**src/rtl/bcd_conv_arbiter.sv**
```systemverilog
// Two-requester binary-to-BCD converter: arbitrates between requesters, runs an
// 8-step double-dabble on the winner's operand and holds the result until accepted.
module bcd_conv_arbiter #(
    parameter int RR_EN = 1
) (
    input  logic       clk,
    input  logic       rst,
    input  logic [1:0] req,
    input  logic [7:0] bin0,
    input  logic [7:0] bin1,
    output logic [1:0] gnt,
    output logic       busy,
    output logic       out_valid,
    input  logic       out_ready,
    output logic       out_id,
    output logic [3:0] bcd0,
    output logic [3:0] bcd1,
    output logic [3:0] bcd2
);

    typedef enum logic [1:0] {
        IDLE,
        CONV,
        DONE
    } state_t;

    state_t      state;
    state_t      next_state;
    logic        last_gnt;
    logic        winner;
    logic        owner;
    logic [7:0]  operand;
    logic [3:0]  dig_h;
    logic [3:0]  dig_t;
    logic [3:0]  dig_o;
    logic [2:0]  cnt;
    logic [19:0] adjusted;
    logic [19:0] step;

    function automatic logic [3:0] adj(input logic [3:0] d);
        return (d >= 4'd5) ? d + 4'd3 : d;
    endfunction

    // Round-robin favours whoever was not granted last; fixed priority favours 0
    always_comb begin
        winner = 1'b0;
        case (req)
            2'b10:   winner = 1'b1;
            2'b11:   winner = (RR_EN != 0) ? ~last_gnt : 1'b0;
            default: winner = 1'b0;
        endcase
    end

    always_comb begin
        adjusted = {adj(dig_h), adj(dig_t), adj(dig_o), operand};
        step     = {adjusted[18:0], 1'b0};
    end

    always_ff @(posedge clk) begin
        if (rst) state <= IDLE;
        else     state <= next_state;
    end

    always_comb begin
        next_state = state;
        busy       = (state != IDLE);
        case (state)
            IDLE:    if (req != 2'b00) next_state = CONV;
            CONV:    if (cnt == 3'd7) next_state = DONE;
            DONE:    if (out_valid && out_ready) next_state = IDLE;
            default: next_state = IDLE;
        endcase
    end

    // Datapath: the 8th step result is written straight into the output digits
    always_ff @(posedge clk) begin
        if (rst) begin
            gnt       <= 2'b00;
            last_gnt  <= 1'b1;
            owner     <= 1'b0;
            operand   <= 8'd0;
            dig_h     <= 4'd0;
            dig_t     <= 4'd0;
            dig_o     <= 4'd0;
            cnt       <= 3'd0;
            out_valid <= 1'b0;
            out_id    <= 1'b0;
            bcd0      <= 4'd0;
            bcd1      <= 4'd0;
            bcd2      <= 4'd0;
        end else begin
            gnt <= 2'b00;
            case (state)
                IDLE: begin
                    if (req != 2'b00) begin
                        gnt      <= winner ? 2'b10 : 2'b01;
                        last_gnt <= winner;
                        owner    <= winner;
                        operand  <= winner ? bin1 : bin0;
                        dig_h    <= 4'd0;
                        dig_t    <= 4'd0;
                        dig_o    <= 4'd0;
                        cnt      <= 3'd0;
                    end
                end
                CONV: begin
                    {dig_h, dig_t, dig_o, operand} <= step;
                    cnt <= cnt + 3'd1;
                    if (cnt == 3'd7) begin
                        bcd2      <= step[19:16];
                        bcd1      <= step[15:12];
                        bcd0      <= step[11:8];
                        out_valid <= 1'b1;
                        out_id    <= owner;
                    end
                end
                DONE: begin
                    if (out_valid && out_ready) out_valid <= 1'b0;
                end
                default: ;
            endcase
        end
    end

endmodule

```
**config.mk**
```make
export PLATFORM = sky130hd
export DESIGN_NAME = bcd_conv_arbiter
export DESIGN_NICKNAME = d
export VERILOG_FILES = /design/src/rtl/bcd_conv_arbiter.sv
export SDC_FILE = /design/constraint.sdc
export NUM_CORES = 1
export LEC_CHECK = 0
export ABC_AREA = 0
export BUFFER_PORTS_ARGS = -buffer_cell sky130_fd_sc_hd__buf_2
export CAP_MARGIN = 20
export CORE_MARGIN = 3
export CORE_UTILIZATION = 30
export DETAILED_ROUTE_END_ITERATION = 12
export GPL_TIMING_DRIVEN = 0
export SETUP_SLACK_MARGIN = 0.4
export SLEW_MARGIN = 20
export SYNTH_ARGS = -nofsm -noshare
export SYNTH_HDL_FRONTEND = slang
export SYNTH_SLANG_ARGS = --single-unit
```
**constraint.sdc**
```tcl
create_clock -name clk -period 1.4 [get_ports clk]
set_input_delay 0.14 -clock clk [delete_from_list [all_inputs] [get_ports clk]]
set_output_delay 0.14 -clock clk [all_outputs]
set_load 0.1 [all_outputs]
```
---- Yosys cells after proc, flatten, opt, wreduce, memory -nomap -nowiden ----
Cells that the tools add are included.
cells by class
  add/sub/neg operators ................... 4
  order comparisons ....................... 3
  eq/ne operators ......................... 8
  muxes and demuxes ....................... 21
  bitwise logic cells ..................... 3
  reductions and logical operators ........ 12
operator list
  operator               number
  $pmux W4 S2            3
  $mux W8                2
  $pmux W8 S2            1
  $ge A4 B3 Y1 const B   3
  $mux W4                3
  $add A4 B2 Y4 const B  2
  $mux W2                4
  $reduce_bool A2 Y1     4
  $eq A2 B2 Y1 const B   3
  $mux W3                2
  $ne A2 B2 Y1 const B   3
  $pmux W2 S3            1
  $pmux W3 S2            1
  $reduce_and A2 Y1      3
  $reduce_and A3 Y1      2
  $pmux W1 S2            2
  $add A3 B1 Y3 const B  1
  $add A3 B2 Y3 const B  1
  $eq A3 B3 Y1 const B   1
  $not A1 Y1             3
  $reduce_or A3 Y1       1
  $eq A2 B1 Y1 const B   1
  $logic_not A2 Y1       1
  $mux W1                2
  $logic_and A1 B1 Y1    1
word-level totals
  register bits after elaboration ......... 43
  input port bits ......................... 21
  output and inout port bits .............. 17
  word-level logic and storage cells ...... 65

---- Depth between registers and ports, before layout ----
  depth in word-level cells ............... 5
  gate-level depth with buffers ........... 8
  mapped depth without buffers ............ 6

---- Worst setup path before layout ----
No wires, ideal clock.
  path type ............................... reg-to-reg
  start point ............................. reg cnt[0]
  end point ............................... reg bcd2[1]
  setup time .............................. 0.122 ns
  arrival ................................. 1.368 ns
  data required time ...................... 1.278 ns
  slack ................................... -0.090 ns
  cell stages (with the launch flop) ...... 7
  buffers on the path ..................... 1
  period minus slack after synthesis ...... 1.490 ns
  path through ............................ dfxtp_1 > ha_1 > ha_1 > and2_4 > buf_6 > and4_1 > a311o_1
between the ends
  longest elaborated chain between the ends .. 2
RTL lines
  item                         RTL line  RTL
  start, declared              36        logic [2:0] cnt;
  start signal, assigned       108       cnt <= cnt + 3'd1;
  $eq A3 B3 Y1                 109       if (cnt == 3'd7) begin
  $reduce_and A2 Y1 (no line)  -
  end signal, assigned         110       bcd2 <= step[19:16];
  end, declared                18        output logic [3:0] bcd2
Every way passes these cells.
A chain may end at the register's enable or synchronous reset.

---- Worst setup path in the final report ----
  start point ............................. reg cnt[1]
  end point ............................... reg bcd2[1]
Same word-level chain as after synthesis.

==> results.md <==
* Status: complete, but fails checks
* Failing checks: negative setup slack
* GRT Util Overall at 15.8%
* Synth Flop Type: dfxtp_1
* Slew HR at 52.9%
* I/O Pins at 38
* Die span in x at 87.3 um
* Post-layout nets at 319
* Vias post-DR at 1,882
* Fraction of registers with async set/reset at 0%
* Detailed Route Iter0 Violations at 46
* Reg2Reg Setup Slack at -30 ps
* WHS Endpoint: operand[0]
* Largest family of logic cells by synthesized area: compound AO/OA/AOI/OAI gates
* CTS Root Cell: clkbuf_8
* Critical path class: flip-flop to flip-flop
* Die area at 7620 um^2
* Clk_lat worst skew at 300 ps
* Final setup fails at 4
* Peak supply drop at 0.530 mV
* Minimum clock period at 1430 ps
* Placed cell count at 324
* DRT Pass-1 Iters at 4
* # fillers at 522
* Non-filler cells, final at 366
* Post-DP Area at 2570 um^2
* Clock Sinks at 43
* Post-Synth Simple-Gate Area at 15.1%
* Register area share after synthesis at 43.4%
* Slew Viols, Final at 0
* Worst R2R Start: cnt[1]
* Fmax at 0.701 GHz
* Worst R2R End: bcd2[1]
* Synthesized Nets at 242
* Antenna violations before repair at 0
* Leakage at 1.35 nW
* Initial core utilization at 32.1%
* Number of I/O port buffers at 36
* Arr. time, crit path at 1610 ps
* Remaining DRCs at 0
* #FFs+latches synth at 43
* DR vias/cell at 5.14
* Pwr per Cell Area at 737 nW/um^2
* CP Launch Type: flip-flop
* Mapped Cells at 213
* Vias in the first global route at 1,846
* Wire per inst at 16.2 um
* Crit path max fanout at 5
* Die height at 87.3 um
* Syn Std Cell Area at 1980 um^2
* CTS Buf Count at 5
* Post-synthesis compound-gate area fraction at 24.4%
* Hold WS at 116 ps
* Synth Area in Adders at 5.05%
* Crit path capture type: flip-flop
* Synthesized area per cell at 9.30 um^2
* CTS tree: done
* Post-Route WL at 5940 um
* Gpl congestion at 0.799
* GR Overflow Total at 0
* Pre-CTS setup slack at -189 ps
* Register clock-pin slew on the reported worst setup and hold paths at 80 ps
* Final HPWL DP at 3500 um
* Final core utilization at 56.9%
* Final Cycle Share at 102%
* Design area at 3510 um^2
* Core Region at 6170 um^2
* Layout cells sized above 1 at 65.6%
* Pin count of the biggest net entering global routing at 13
* Diodes inserted at 0
* RSZ-0062 raised after global routing: true
* Xor and xnor fraction of the mapped netlist area at 1.33%
* EDFF count, synth at 0
* Yosys cell types at 39
* CP Data Required Time at 1590 ps
* Area growth syn-to-layout at 77.1%
* Setup slack after layout at -26.4 ps
* First-pass GRT wire length at 9330 um
* Row Count at 28
* Hold WC Path Type: input port to flip-flop
* Clk buf depth at 2
* Antenna viol nets, final at 0
* H-tree depth at 2
* Worst Min Path Start: bin0[0]
* Skew final at 3.46 ps
* Hold Vio Cnt, Final at 0
* Post-synthesis mux area share at 4.55%
* Worst-Margin Slew at 707 ps
* Ys Warns at 0
* Hold Crit Depth at 3
* R2R depth at 6
* Max-Cap Viols at 0
## worst max-delay path, stage by stage, from the launching register on
cell,delay [ps]
dfxtp_2,350
ha_4,160
ha_4,160
and2_4,130
buf_6,120
and4_1,140
a311o_1,260
## final cells by class
class	count	area [um^2]	area share (%)
tap	75	93.8	2.67
sequential	43	907	25.8
clock buffer	8	100	2.85
multi-input combinational	148	1450	41.3
timing repair buffer	69	773	22.0
buffer	14	135	3.85
inverter	9	50.0	1.43
## power by group
| part | internal (W) | switching (W) | total, W |
|---|---|---|---|
| combinational | 0.000206 | 0.000222 | 0.000428 |
| clock | 0.000451 | 0.000432 | 0.000883 |
| sequential | 0.00125 | 0.0000303 | 0.00128 |
## Yosys cell counts (2+ instances only)
master	n	area [um^2]
dfxtp_1	43	861
nor2_1	19	71.3
a21oi_1	16	80.1
nand2_1	12	45.0
a22oi_1	11	82.6
inv_1	9	33.8
mux2i_1	9	90.1
ha_1	8	100
o22ai_1	7	43.8
nand2b_1	6	37.5
a211oi_1	5	37.5
buf_2	5	25.0
nor3b_1	5	37.5
o21ai_0	5	25.0
a211o_1	4	35.0
a22o_1	4	35.0
a32oi_1	4	35.0
and3_1	4	25.0
clkbuf_1	4	15.0
o2bb2ai_1	4	35.0
a31o_2	3	26.3
buf_6	3	33.8
xnor2_1	3	26.3
and2_1	2	12.5
buf_4	2	15.0
nor3_1	2	10.0
o211ai_1	2	15.0
## worst max path at each step
stage                start    endpoint  slack [ps]  depth (start not counted)
global route        cnt[1]     bcd2[1]         -80                          6
CTS                 cnt[0]     bcd2[1]         -20                          6
floorplan           cnt[0]     bcd2[1]          30                          6
detailed placement     rst  operand[1]        -190                          4
global placement       rst  operand[7]        -190                          4
finish              cnt[1]     bcd2[1]         -30                          6
## layout by cell type (no fill, tap or decap), drive strengths merged, types with 7 or more instances in the layout
master  synthesis  final
mux2i           9      9
clkbuf          4     12
nor2           20     21
ha              8      8
inv             9      8
nand2          12     12
a22oi          11     11
dfxtp          43     43
a21oi          16     16
buf            10     79
o22ai           7      7
## metrics by stage
step	setup TNS, ps	total power, W
2_1_floorplan	0	0.00151
3_3_place_gp	-2240	0.00159
3_5_place_dp	-2160	0.00159
4_1_cts	-23.1	0.00256
5_1_grt	-372	0.00269
6_report	-39.5	0.00259
## kinds of logic (layout without fill, tap and decap cells)
| logic type | Yosys count | count (layout) |
|---|---|---|
| xor+xnor | 3 | 3 |
| flops | 43 | 43 |
| buf+inv | 23 | 100 |
| simple gates | 58 | 59 |
| fa+ha+maj | 8 | 8 |
| mux | 9 | 9 |
| compound gates | 69 | 69 |
## registers in the layout, indices dropped and copies added, names as in the netlist, 2 cells and up
signal	count
operand	8
dig_h	4
bcd0	4
bcd1	4
dig_o	4
state	2
dig_t	4
bcd2	4
gnt	2
cnt	3
## metal layers
metal	wire length (um)	vias up	share of wire [%]	track usage, %
li1	-	935	-	-
met1	2570	904	43	19.9
met2	3020	36	51	26.8
met3	246	7	4.1	3.60
met4	97	0	1.6	4.32
met5	0	-	0	0
## what timing repair did
action,in CTS,in global routing
setup endpoints to repair,59,60
gates cloned,3,0
buffers inserted,25,6
hold buffers,0,0
pin swaps,26,19
gates resized for setup,101,41
Note: power is estimated with default switching activity, not from simulation.
